<file path="config.mk">
export PLATFORM = sky130hd
export DESIGN_NAME = alu_seq
export DESIGN_NICKNAME = d
export VERILOG_FILES = /design/src/rtl/alu_pkg.sv /design/src/rtl/alu_slice.sv /design/src/rtl/alu_seq.sv
export SDC_FILE = /design/constraint.sdc
export NUM_CORES = 1
export LEC_CHECK = 0
export BUFFER_PORTS_ARGS = -buffer_cell sky130_fd_sc_hd__buf_2
export CORE_MARGIN = 3
export CORE_UTILIZATION = 54
export CTS_BUF_LIST = sky130_fd_sc_hd__clkbuf_4 sky130_fd_sc_hd__clkbuf_8 sky130_fd_sc_hd__clkbuf_16
export CTS_CLUSTER_SIZE = 28
export DETAILED_ROUTE_END_ITERATION = 10
export GPL_TIMING_DRIVEN = 1
export MAX_ROUTING_LAYER = met4
export PLACE_DENSITY = 0.79
export SYNTH_ARGS = -nofsm -noshare
export SYNTH_HDL_FRONTEND = slang
export SYNTH_SLANG_ARGS = --single-unit
</file>
<file path="constraint.sdc">
create_clock -name clk -period 3.5 [get_ports clk]
set_input_delay 0.525 -clock clk [delete_from_list [all_inputs] [get_ports clk]]
set_output_delay 0.525 -clock clk [all_outputs]
set_load 0.03 [all_outputs]
</file>
<file path="src/rtl/alu_pkg.sv">
// Shared definitions for the sequential slice ALU: op encodings and FSM states.
package alu_pkg;

  localparam logic [1:0] OP_ADD = 2'b00;
  localparam logic [1:0] OP_SUB = 2'b01;
  localparam logic [1:0] OP_AND = 2'b10;
  localparam logic [1:0] OP_OR  = 2'b11;

  typedef enum logic [1:0] {
    IDLE = 2'd0,
    RUN  = 2'd1,
    DONE = 2'd2
  } state_t;

endpackage

</file>
<file path="src/rtl/alu_slice.sv">
// Combinational SLICE-bit ALU slice; SUB inverts B and relies on the caller's carry-in.
module alu_slice
  import alu_pkg::*;
#(
  parameter int SLICE = 4
) (
  input  logic [SLICE-1:0] a,
  input  logic [SLICE-1:0] b,
  input  logic             cin,
  input  logic [1:0]       op,
  output logic [SLICE-1:0] y,
  output logic             cout,
  output logic             cMsb
);

  logic [SLICE-1:0] w_bEff;
  logic [SLICE-1:0] w_sum;
  logic             w_carry;

  // The carry into the top bit is recovered from the sum bit, which works for any SLICE.
  always_comb begin
    w_bEff             = (op == OP_SUB) ? ~b : b;
    {w_carry, w_sum}   = {1'b0, a} + {1'b0, w_bEff} + {{SLICE{1'b0}}, cin};
    y                  = w_sum;
    cout               = 1'b0;
    cMsb               = 1'b0;
    case (op)
      OP_AND:  y = a & b;
      OP_OR:   y = a | b;
      default: begin
        cout = w_carry;
        cMsb = w_sum[SLICE-1] ^ a[SLICE-1] ^ w_bEff[SLICE-1];
      end
    endcase
  end

endmodule

</file>
<file path="src/rtl/alu_seq.sv">
// Multi-cycle WIDTH-bit ALU reusing one SLICE-bit datapath with a registered carry.
// Optional zero/neg/ovf outputs are built when ALU_FLAGS_EN is defined.
module alu_seq
  import alu_pkg::*;
#(
  parameter int WIDTH = 16,
  parameter int SLICE = 4
) (
  input  logic             clk,
  input  logic             rst_n,
  input  logic [WIDTH-1:0] i0,
  input  logic [WIDTH-1:0] i1,
  input  logic [1:0]       op,
  input  logic             in_valid,
  output logic             in_ready,
  output logic [WIDTH-1:0] y,
  output logic             cout,
  output logic             out_valid,
  input  logic             out_ready
`ifdef ALU_FLAGS_EN
  ,
  output logic             zero,
  output logic             neg,
  output logic             ovf
`endif
);

  localparam int NSLICE = WIDTH / SLICE;
  localparam int CW     = (NSLICE > 1) ? $clog2(NSLICE) : 1;
  localparam logic [WIDTH-1:0] SMASK = WIDTH'({SLICE{1'b1}});

  state_t           r_state;
  state_t           w_next;
  logic [CW-1:0]    r_cnt;
  logic [WIDTH-1:0] r_a;
  logic [WIDTH-1:0] r_b;
  logic [WIDTH-1:0] r_y;
  logic [1:0]       r_op;
  logic             r_carry;
  logic             r_cout;
  logic             r_rstDone;
  logic             w_accept;
  logic             w_last;
  logic [31:0]      w_off;
  logic [SLICE-1:0] w_sliceA;
  logic [SLICE-1:0] w_sliceB;
  logic [SLICE-1:0] w_sliceY;
  logic             w_sliceCout;
  logic [WIDTH-1:0] w_yNext;
`ifdef ALU_FLAGS_EN
  logic             w_cMsb;
  logic             r_zero;
  logic             r_neg;
  logic             r_ovf;
`endif

  assign w_accept = in_valid && in_ready;
  assign w_last   = (r_cnt == CW'(NSLICE - 1));
  assign w_off    = 32'(r_cnt) * 32'(SLICE);
  assign w_sliceA = SLICE'(r_a >> w_off);
  assign w_sliceB = SLICE'(r_b >> w_off);
  assign w_yNext  = (r_y & ~(SMASK << w_off)) | (WIDTH'(w_sliceY) << w_off);

  alu_slice #(.SLICE(SLICE)) u_slice (
    .a    (w_sliceA),
    .b    (w_sliceB),
    .cin  (r_carry),
    .op   (r_op),
    .y    (w_sliceY),
    .cout (w_sliceCout),
`ifdef ALU_FLAGS_EN
    .cMsb (w_cMsb)
`else
    .cMsb ()
`endif
  );

  always_ff @(posedge clk or negedge rst_n) begin
    if (!rst_n) r_state <= IDLE;
    else        r_state <= w_next;
  end

  always_comb begin
    w_next = r_state;
    case (r_state)
      IDLE:    if (w_accept) w_next = RUN;
      RUN:     if (w_last)   w_next = DONE;
      DONE:    if (out_ready) w_next = IDLE;
      default: w_next = IDLE;
    endcase
  end

  // in_ready stays low for the first cycle after reset release, so reset never reads as "ready".
  always_comb begin
    in_ready  = (r_state == IDLE) && r_rstDone;
    out_valid = (r_state == DONE);
  end

  always_ff @(posedge clk or negedge rst_n) begin
    if (!rst_n) begin
      r_rstDone <= 1'b0;
      r_cnt     <= '0;
      r_a       <= '0;
      r_b       <= '0;
      r_y       <= '0;
      r_op      <= OP_ADD;
      r_carry   <= 1'b0;
      r_cout    <= 1'b0;
`ifdef ALU_FLAGS_EN
      r_zero    <= 1'b0;
      r_neg     <= 1'b0;
      r_ovf     <= 1'b0;
`endif
    end else begin
      r_rstDone <= 1'b1;
      if (r_state == IDLE && w_accept) begin
        r_a     <= i0;
        r_b     <= i1;
        r_op    <= op;
        r_cnt   <= '0;
        r_carry <= op[0];
      end else if (r_state == RUN) begin
        r_y   <= w_yNext;
        r_cnt <= r_cnt + CW'(1);
        if (!r_op[1]) r_carry <= w_sliceCout;
        if (w_last) begin
          r_cout <= !r_op[1] && w_sliceCout;
`ifdef ALU_FLAGS_EN
          r_zero <= (w_yNext == '0);
          r_neg  <= w_yNext[WIDTH-1];
          r_ovf  <= !r_op[1] && (w_cMsb ^ w_sliceCout);
`endif
        end
      end
    end
  end

  assign y    = r_y;
  assign cout = r_cout;
`ifdef ALU_FLAGS_EN
  assign zero = r_zero;
  assign neg  = r_neg;
  assign ovf  = r_ovf;
`endif

endmodule

</file>
==> results of run 1 <==
[flip-flops by register name, summed over array words and instances, names as in the netlist]
signal	flops
cout	1
r_a	16
r_b	16
r_carry	1
r_cnt	2
r_op	2
r_rstDone	1
r_state	2
y	16
[worst register-to-register path: stages (launching register included)]
cell	delay, ns
sky130_fd_sc_hd__dfrtp_1	0.39
sky130_fd_sc_hd__buf_4	0.24
sky130_fd_sc_hd__mux4_2	0.56
sky130_fd_sc_hd__xnor2_1	0.24
sky130_fd_sc_hd__ha_1	0.27
sky130_fd_sc_hd__and3_1	0.19
sky130_fd_sc_hd__or3_1	0.34
sky130_fd_sc_hd__a21oi_1	0.35
sky130_fd_sc_hd__o31ai_1	0.13
[final cells by class]
| cell class | instances | area (µm²) | area share, % |
|---|---|---|---|
| tap | 67 | 83.8 | 2.59 |
| multi-input combinational | 134 | 1210 | 37.4 |
| timing repair buffer | 59 | 303 | 9.35 |
| sequential | 57 | 1430 | 44.0 |
| clock inverter | 3 | 15.0 | 0.464 |
| inverter | 9 | 33.8 | 1.04 |
| clock buffer | 13 | 166 | 5.14 |
[logic make-up after synthesis]
group,share of synthesized area (%)
muxes,23.2
buffers and inverters,3.57
DFF,52.2
AOI/OAI and AO/OA,5.86
and+or+nand+nor,7.23
adders and majority gates,5.90
other,0.137
xor gates and xnor gates,1.92
[power breakdown]
group | internal [µW] | leakage (µW) | switching (µW) | total, µW
Combinational | 979 | 0.000735 | 1140 | 2120
Sequential | 978 | 0.000693 | 227 | 1210
Clock | 308 | 0.000100 | 239 | 547
Total | 2260 | 0.00153 | 1600 | 3870
[metal layers]
| layer | global-route usage [%] | up-vias |
|---|---|---|
| met3 | 5.52 | 4 |
| met5 | - | - |
| met4 | 5.87 | 0 |
| met1 | 26.2 | 893 |
| li1 | - | 852 |
| met2 | 31.2 | 51 |
[through the flow]
step           util [%]  hold WS [ns]  cell area [µm²]  power, µW
6_report           67.2         0.304             3240       3870
5_1_grt            67.2         0.367             3240       4220
4_1_cts            67.2         0.315             3240       3910
3_5_place_dp       63.5         0.471             3060       3350
3_3_place_gp       63.5         0.462             3060       3250
2_1_floorplan         -         0.229             2730       2880
[how the worst max path moves through the flow]
stage	startpoint	end	slack, ns	depth (start not counted)
5_1_grt	r_cnt[0]$_DFFE_PN0P_	y[3]$_DFFE_PN0P_	0.42	8
4_1_cts	r_cnt[0]$_DFFE_PN0P_	y[11]$_DFFE_PN0P_	0.67	8
3_5_place_dp	r_cnt[0]$_DFFE_PN0P_	y[11]$_DFFE_PN0P_	0.69	8
2_1_floorplan	r_cnt[0]$_DFFE_PN0P_	y[11]$_DFFE_PN0P_	0.85	8
6_report	r_cnt[0]$_DFFE_PN0P_	y[11]$_DFFE_PN0P_	0.67	8
3_3_place_gp	r_cnt[0]$_DFFE_PN0P_	y[7]$_DFFE_PN0P_	0.78	8
[placed cells by master (no fill, tap or decap), drive strengths merged, types with 4 or more instances in the layout]
cell type / count
dfrtp: 57
clkbuf: 13
a21oi: 4
mux2: 33
ha: 7
buf: 59
o31ai: 6
o21ai: 16
xnor2: 6
nor2: 6
nand2: 22
nor2b: 4
mux4: 8
nand3: 4
inv: 9
==> results.cfg, run 1 <==
[outcome]
outcome = finished, final reports clean

[synthesis]
commonest_cells_in_the_synthesized_netlist = sky130_fd_sc_hd__dfrtp_1, sky130_fd_sc_hd__mux2_2, sky130_fd_sc_hd__nand2_1, sky130_fd_sc_hd__o21ai_1, sky130_fd_sc_hd__inv_1
synthArstFlopShare_pct = 100
synth_seq_cells = 57
synth_cell_types = 30
netlist_area_um2 = 2730
synth_top_area_cell = sky130_fd_sc_hd__dfrtp_1
syn_area_per_cell_um2 = 13.1
synthDominantCellAreaShare_pct = 52.2
synthesis.yosys.warnings = 0
synth_area_leaders = sky130_fd_sc_hd__dfrtp_1, sky130_fd_sc_hd__mux2_2, sky130_fd_sc_hd__mux4_1
synth_cells = 209
ys_seq_area_share_pct = 52.2
postSynthNetCount = 256
synthFlopType = sky130_fd_sc_hd__dfrtp_1
post-synth-top-count-cell = sky130_fd_sc_hd__dfrtp_1
synth-edff-count = 0

[timing]
setup_ws_ns = 0.673
setup-tns-final_ns = 0
timing.clock.skew_ns = 0.00665
number_of_hold_violations_in_the_final_report = 0
finalWorstPathRequiredPeriod_ns = 2.83
max_slew.worst_pin.slew_ns = 0.835
maxSlewViolCount = 0
timing.slew.headroom_pct = 44.3
grt_setup_unrepaired = false
layout_worst_path_cycle_share_pct = 80.8
fmax_mhz = 354
final-setup-viol-count = 0

[setup_path]
critical-path-top-delay-family = multiplexers
critPathRequiredTime_ns = 3.70
timing.rr.start = r_cnt[0]$_DFFE_PN0P_
critical_path.endpoint_type = register
worst-r2r-cell-count = 8
cpMaxStageDelayCell = sky130_fd_sc_hd__mux4_2
setup.worst_path.start_class = register
path_cells = buf_4, mux4_2, xnor2_1, ha_1, and3_1, or3_1, a21oi_1, o31ai_1
r2r_slack_ns = 0.67
criticalPathCategory = register to register
worstPathBufferInverterCount = 1
highest_fanout_seen_on_the_critical_path = 12
worstReg2RegEnd = y[11]$_DFFE_PN0P_
crit_path_max_incr_delay_ns = 0.56
worst-endpoint-arrival_ns = 3.03

[clocking]
cts_tree = built
number_of_buffers_inserted_by_hold_repair_at_cts = 0
cts_repair_resize_count = 0
clock_buffer_depth = 2
numClockSinks = 57
post-cts-setup-buffers = 0
cts.clk_slew.worst_paths_ns = 0.06
worstSkewPairLatency_ns = 0.33
cts_buffers = 9
cts-root-buf = sky130_fd_sc_hd__clkbuf_8
cts_max_level = 3

[final_layout]
fillCellCount = 401
antennaDiodeCount = 0
layout-drive-gt1-share_pct = 42.9
layout-area-overhead-vs-synth_pct = 18.4
number_of_standard_cells_in_the_final_layout_excluding_fillers = 342
num-nets-final = 317

[routing]
detailroute.wirelength.met3_um = 249
detailedRoute.firstPassIterationCount = 5
avgRoutedWirePerCell_um = 15.1
drt-total-wl_um = 5170
vias = 1800
top_layer_used = met4
viasPerCell = 5.26
antenna_violating_nets_post_route = 0
met2_length_um = 2600
wl_on_met1_um = 2300
drt-initial-drc-count = 69
detail_route.drc_violations = 0

[placed_design]
dpl.hpwl_um = 3830
placement.io_buffers = 56
finalWeightedCongestion = 0.804
place_inst = 326
pre_cts_ws_ns = 0.685

[global_route]
overall_routing_resource_usage_pct = 20.1
grt_antenna_before_repair = 0
via_count_of_the_first_global_routing_pass = 1903
grt_start_max_net_pins = 40
grt_pass1_wl_um = 9120
global_route.overflow_total = 0

[die]
die_y_um = 77.2
floorplan.core_area_um2 = 4820
die-width_um = 77.2
design.die.area_um2 = 5950
io-pin-count = 57
start_util_pct = 56.8
rows = 25

[pwr]
p_per_area_nw_per_um2 = 1200
vdd.ir_drop.worst_mv = 0.557
pleak_uw = 0.00153

[run]
cap_viol_max_count = 0

[hold_path]
hp-class = input pin to async pin
No activity file was read; power rests on OpenSTA's default activity.
==> run 2, diff against run 1 <==
--- a/config.mk
+++ b/config.mk
@@ -7,13 +7,13 @@
 export LEC_CHECK = 0
 export BUFFER_PORTS_ARGS = -buffer_cell sky130_fd_sc_hd__buf_2
 export CORE_MARGIN = 3
-export CORE_UTILIZATION = 54
+export CORE_UTILIZATION = 49
 export CTS_BUF_LIST = sky130_fd_sc_hd__clkbuf_4 sky130_fd_sc_hd__clkbuf_8 sky130_fd_sc_hd__clkbuf_16
 export CTS_CLUSTER_SIZE = 28
 export DETAILED_ROUTE_END_ITERATION = 10
 export GPL_TIMING_DRIVEN = 1
 export MAX_ROUTING_LAYER = met4
-export PLACE_DENSITY = 0.79
+export PLACE_DENSITY = 0.76
 export SYNTH_ARGS = -nofsm -noshare
 export SYNTH_HDL_FRONTEND = slang
 export SYNTH_SLANG_ARGS = --single-unit
==> constraint.sdc (replaced) <==
create_clock -name clk -period 2.5 [get_ports clk]
set_input_delay 0.375 -clock clk [delete_from_list [all_inputs] [get_ports clk]]
set_output_delay 0.375 -clock clk [all_outputs]
set_load 0.03 [all_outputs]
==> results.cfg, run 2 (synthesis gave the netlist of run 1 again) <==
[outcome]
outcome = complete, but fails checks
failed_checks = negative setup slack

[routing]
drt-total-wl_um = 5470
detail_route.drc_violations = 0
antenna_violating_nets_post_route = 0
drt-initial-drc-count = 96
viasPerCell = 5.09
vias = 1852
detailedRoute.firstPassIterationCount = 4
avgRoutedWirePerCell_um = 15.0

[clocking]
worstSkewPairLatency_ns = 0.34
cts_buffers = 9
cts_tree = built
numClockSinks = 57
clock_buffer_depth = 2
cts.clk_slew.worst_paths_ns = 0.07
cts-root-buf = sky130_fd_sc_hd__clkbuf_8
cts_max_level = 3

[timing]
worst_hold_slack_ns = 0.242
setup_ws_ns = -0.0439
fmax_mhz = 393
setup-tns-final_ns = -0.262
maxSlewViolCount = 0
number_of_hold_violations_in_the_final_report = 0
layout_worst_path_cycle_share_pct = 102
grt_setup_unrepaired = true
finalWorstPathRequiredPeriod_ns = 2.54
final-setup-viol-count = 10
timing.clock.skew_ns = 0.00900

[setup_path]
criticalPathCategory = register to register
critical_path.endpoint_type = register
setup.worst_path.start_class = register
worstPathBufferInverterCount = 2
cpMaxStageDelayCell = sky130_fd_sc_hd__mux4_2
crit_path_frequent_cell = sky130_fd_sc_hd__fa_2
critPathRequiredTime_ns = 2.73
critical-path-top-delay-family = adder cells
worst-endpoint-arrival_ns = 2.78
path_cells = buf_6, mux4_2, xnor2_2, fa_2, inv_2, fa_2, nor2b_2, o21ai_2, and3b_1, o31ai_1
crit_path_max_incr_delay_ns = 0.53
highest_fanout_seen_on_the_critical_path = 2

[final_layout]
antennaDiodeCount = 0
layout-drive-gt1-share_pct = 52.4
num-nets-final = 336
layout-area-overhead-vs-synth_pct = 26.0
layout_commonest_cell = sky130_fd_sc_hd__dfrtp_1
fillCellCount = 416
most-common-layout-cells = sky130_fd_sc_hd__dfrtp_1, sky130_fd_sc_hd__buf_2, sky130_fd_sc_hd__mux2_2

[global_route]
overall_routing_resource_usage_pct = 19.2
grt_start_max_net_pins = 40
via_count_of_the_first_global_routing_pass = 1931
grt_antenna_before_repair = 0
grt_pass1_wl_um = 8920
global_route.overflow_total = 0

[die]
start_util_pct = 52.2
io-pin-count = 57
design.die.area_um2 = 6510
die-width_um = 80.7
die_y_um = 80.7
floorplan.core_area_um2 = 5240
rows = 26

[placed_design]
dpl.hpwl_um = 3890
placement.io_buffers = 56
finalWeightedCongestion = 0.816

[run]
cap_viol_max_count = 0

[hold_path]
hp-class = input pin to register
-- run 2: changes by cell type in the layout (fill, tap and decap cells not counted), sizes merged --
cell         previous run  this run
buf                    59        77
clkbuf                 13        12
clkinv                  3         4
dlygate4sd3             0         1
-- run 2: final timing paths --
path | from | slack [ns] | cells past startpoint | endpoint
worst max-delay path | r_cnt[0]$_DFFE_PN0P_ | -0.04 | 10 | r_carry$_DFFE_PN0P_
max in group asynchronous | rst_n | 1.49 | 3 | r_cnt[0]$_DFFE_PN0P_
min in group asynchronous | rst_n | 0.42 | 2 | r_b[0]$_DFFE_PN0P_
worst min register to register | y[10]$_DFFE_PN0P_ | 0.48 | 2 | y[10]$_DFFE_PN0P_
worst min-delay path | out_ready | 0.24 | 2 | r_state[1]$_DFFE_PN0P_
worst max register to register | r_cnt[0]$_DFFE_PN0P_ | -0.04 | 10 | r_carry$_DFFE_PN0P_
-- run 2: cell type report --
cell class              count  area [µm²]  share of cell area, %
flip-flops and latches     57        1430                   41.4
multi-input cells         134        1280                   37.0
repair buffers             78         455                   13.2
clock buffers              12         146                   4.25
well taps                  70        87.6                   2.54
inverters                   9        33.8                  0.980
clock inverters             4        20.0                  0.581
-- run 2: repair_timing --
item	4_1_cts	5_1_grt
endpoints found under the hold margin	9	0
pin swaps	7	14
buffers inserted	3	3
endpoints found under the setup margin	9	14
hold buffers	1	0
gates resized for setup	9	10
-- run 2: per-stage QoR --
step,area (µm²),cells,worst slack (ns),utilization [%]
2_1_floorplan,2750,209,0.00169,-
3_3_place_gp,3170,341,-0.0334,60.5
3_5_place_dp,3170,341,-0.0767,60.5
4_1_cts,3400,361,-0.0216,65.0
5_1_grt,3450,364,-0.190,65.8
6_report,3450,364,-0.0439,65.8
-- run 2: per-layer routing --
metal / share of wire [%] / up-vias / wire length, µm / global-route usage [%]
met2: 48 / 51 / 2640 / 29.7
met5: 0 / - / 0 / -
li1: - / 893 / - / -
met1: 44 / 894 / 2420 / 23.3
met3: 5.2 / 14 / 285 / 4.93
met4: 2.3 / 0 / 126 / 9.97
Power of run 2 is not shown: default switching activity piles up to over one toggle a cycle in this logic, so the estimate is an artifact.
==> run 3, diff against run 2 <==
--- a/config.mk
+++ b/config.mk
@@ -6,14 +6,16 @@
 export NUM_CORES = 1
 export LEC_CHECK = 0
 export BUFFER_PORTS_ARGS = -buffer_cell sky130_fd_sc_hd__buf_2
+export CELL_PAD_IN_SITES_DETAIL_PLACEMENT = 0
+export CELL_PAD_IN_SITES_GLOBAL_PLACEMENT = 1
 export CORE_MARGIN = 3
-export CORE_UTILIZATION = 49
+export CORE_UTILIZATION = 39
 export CTS_BUF_LIST = sky130_fd_sc_hd__clkbuf_4 sky130_fd_sc_hd__clkbuf_8 sky130_fd_sc_hd__clkbuf_16
 export CTS_CLUSTER_SIZE = 28
 export DETAILED_ROUTE_END_ITERATION = 10
 export GPL_TIMING_DRIVEN = 1
 export MAX_ROUTING_LAYER = met4
-export PLACE_DENSITY = 0.76
+export PLACE_DENSITY_LB_ADDON = 0.1
 export SYNTH_ARGS = -nofsm -noshare
 export SYNTH_HDL_FRONTEND = slang
 export SYNTH_SLANG_ARGS = --single-unit
==> results.cfg, run 3 (synthesis gave the netlist of run 1 again) <==
[placed_design]
finalWeightedCongestion = 0.903
dpl.hpwl_um = 4150
placement.io_buffers = 56
place_inst = 363

[die]
io-pin-count = 57
die_y_um = 89.7
rows = 29
start_util_pct = 41.6
die-width_um = 89.7
floorplan.core_area_um2 = 6570
design.die.area_um2 = 8050

[clocking]
clock_buffer_depth = 2
number_of_buffers_inserted_by_hold_repair_at_cts = 0
cts-root-buf = sky130_fd_sc_hd__clkbuf_8
cts_max_level = 3
cts_buffers = 9
cts.clk_slew.worst_paths_ns = 0.06
cts_tree = built
worstSkewPairLatency_ns = 0.33
numClockSinks = 57

[global_route]
global_route.overflow_total = 0
grt_start_max_net_pins = 40
overall_routing_resource_usage_pct = 14.9
grt_pass1_wl_um = 9200
grt_antenna_before_repair = 0
via_count_of_the_first_global_routing_pass = 1891

[setup_path]
critPathRequiredTime_ns = 2.74
critical_path.endpoint_type = register
crit_path_start = r_cnt[0]$_DFFE_PN0P_
timing.critical_path.to = cout$_DFFE_PN0P_
r2r_slack_ns = -0.03
worst-endpoint-arrival_ns = 2.77
criticalPathCategory = register to register
timing.rr.start = r_cnt[0]$_DFFE_PN0P_
worstReg2RegEnd = cout$_DFFE_PN0P_
worst-r2r-cell-count = 10
setup.worst_path.start_class = register
highest_fanout_seen_on_the_critical_path = 2

[timing]
timing.slew.headroom_pct = 56.1
maxSlewViolCount = 0
grt_setup_unrepaired = true
finalWorstPathRequiredPeriod_ns = 2.53
timing.clock.skew_ns = 0.00918
layout_worst_path_cycle_share_pct = 101
fmax_mhz = 395
setup_ws_ns = -0.0321
max_slew.worst_pin.slew_ns = 0.658
number_of_hold_violations_in_the_final_report = 0
final-setup-viol-count = 8

[routing]
drt-initial-drc-count = 65
viasPerCell = 4.83
drt-total-wl_um = 5550
avgRoutedWirePerCell_um = 14.5
detailedRoute.firstPassIterationCount = 4
antenna_violating_nets_post_route = 0
detail_route.drc_violations = 0
vias = 1851

[final_layout]
number_of_standard_cells_in_the_final_layout_excluding_fillers = 383
layout_commonest_cell = sky130_fd_sc_hd__dfrtp_1
num-nets-final = 332
antennaDiodeCount = 0
layout-drive-gt1-share_pct = 49.7
most-common-layout-cells = sky130_fd_sc_hd__dfrtp_1, sky130_fd_sc_hd__buf_2, sky130_fd_sc_hd__mux2_2
fillCellCount = 615
layout-area-overhead-vs-synth_pct = 26.1

[outcome]
outcome = complete, but fails checks
failed_checks = negative setup slack

[run]
cap_viol_max_count = 0

[hold_path]
hp-class = input pin to async pin
## run 3: cell count changes in the layout (fill, tap and decap cells not counted), moves of 2 or more
cell,previous run,this run
sky130_fd_sc_hd__o21ai_2,2,0
sky130_fd_sc_hd__mux4_1,2,4
sky130_fd_sc_hd__buf_4,19,15
sky130_fd_sc_hd__o31ai_2,3,1
sky130_fd_sc_hd__mux4_2,6,4
## run 3: how the worst min path moves through the flow
stage,end,slack [ns],from,cells past startpoint
4_1_cts,r_b[0]$_DFFE_PN0P_,0.09,rst_n,1
2_1_floorplan,cout$_DFFE_PN0P_,0.08,rst_n,0
5_1_grt,r_b[0]$_DFFE_PN0P_,0.12,rst_n,1
6_report,r_b[4]$_DFFE_PN0P_,0.07,rst_n,1
3_5_place_dp,r_b[0]$_DFFE_PN0P_,0.44,rst_n,1
3_3_place_gp,r_b[0]$_DFFE_PN0P_,0.45,rst_n,1
## run 3: area by class of cell
type / count / area (µm²) / area share [%]
Clock buffer: 12 / 146 / 4.25
Timing Repair Buffer: 74 / 435 / 12.6
Tap cell: 93 / 116 / 3.38
Clock inverter: 4 / 20.0 / 0.581
Sequential cell: 57 / 1430 / 41.4
Inverter: 9 / 33.8 / 0.980
Multi-Input combinational cell: 134 / 1270 / 36.8
## run 3: critical path: stages (launching register included)
cell,delay (ns)
sky130_fd_sc_hd__dfrtp_1,0.37
sky130_fd_sc_hd__buf_6,0.11
sky130_fd_sc_hd__mux4_2,0.54
sky130_fd_sc_hd__xnor2_2,0.20
sky130_fd_sc_hd__fa_2,0.24
sky130_fd_sc_hd__inv_2,0.04
sky130_fd_sc_hd__fa_2,0.37
sky130_fd_sc_hd__nor2b_1,0.11
sky130_fd_sc_hd__o21ai_1,0.09
sky130_fd_sc_hd__nor2b_4,0.14
sky130_fd_sc_hd__o31ai_4,0.23
## run 3: timing repair
item                                   CTS  global route
setup endpoints to repair               14            14
endpoints found under the hold margin    0             0
pin swaps                                4            11
buffers inserted                         2             2
gates resized for setup                  3             9
cloned                                   0             0
## run 3: layer usage
metal  part of all wire (%)  global-route usage [%]  vias to the layer above
li1                       -                       -                      886
met1                     43                    18.4                      898
met2                     50                    22.8                       55
met3                    5.2                    3.67                       12
met4                    2.2                    7.54                        0
met5                      0                       -                        -
## run 3: stage by stage
step | instance area (µm²) | setup WS, ns | setup TNS (ns) | util, % | hold WS [ns]
detailed placement | 3200 | -0.0765 | -0.469 | 48.8 | 0.445
CTS | 3390 | -0.0651 | -0.323 | 51.6 | 0.0874
global placement | 3200 | -0.0150 | -0.0413 | 48.8 | 0.450
finish | 3450 | -0.0321 | -0.149 | 52.5 | 0.0727
floorplan | 2750 | 0.00169 | 0 | - | 0.0794
global route | 3450 | -0.145 | -1.32 | 52.5 | 0.124
Power of run 3 is left out for the same reason.
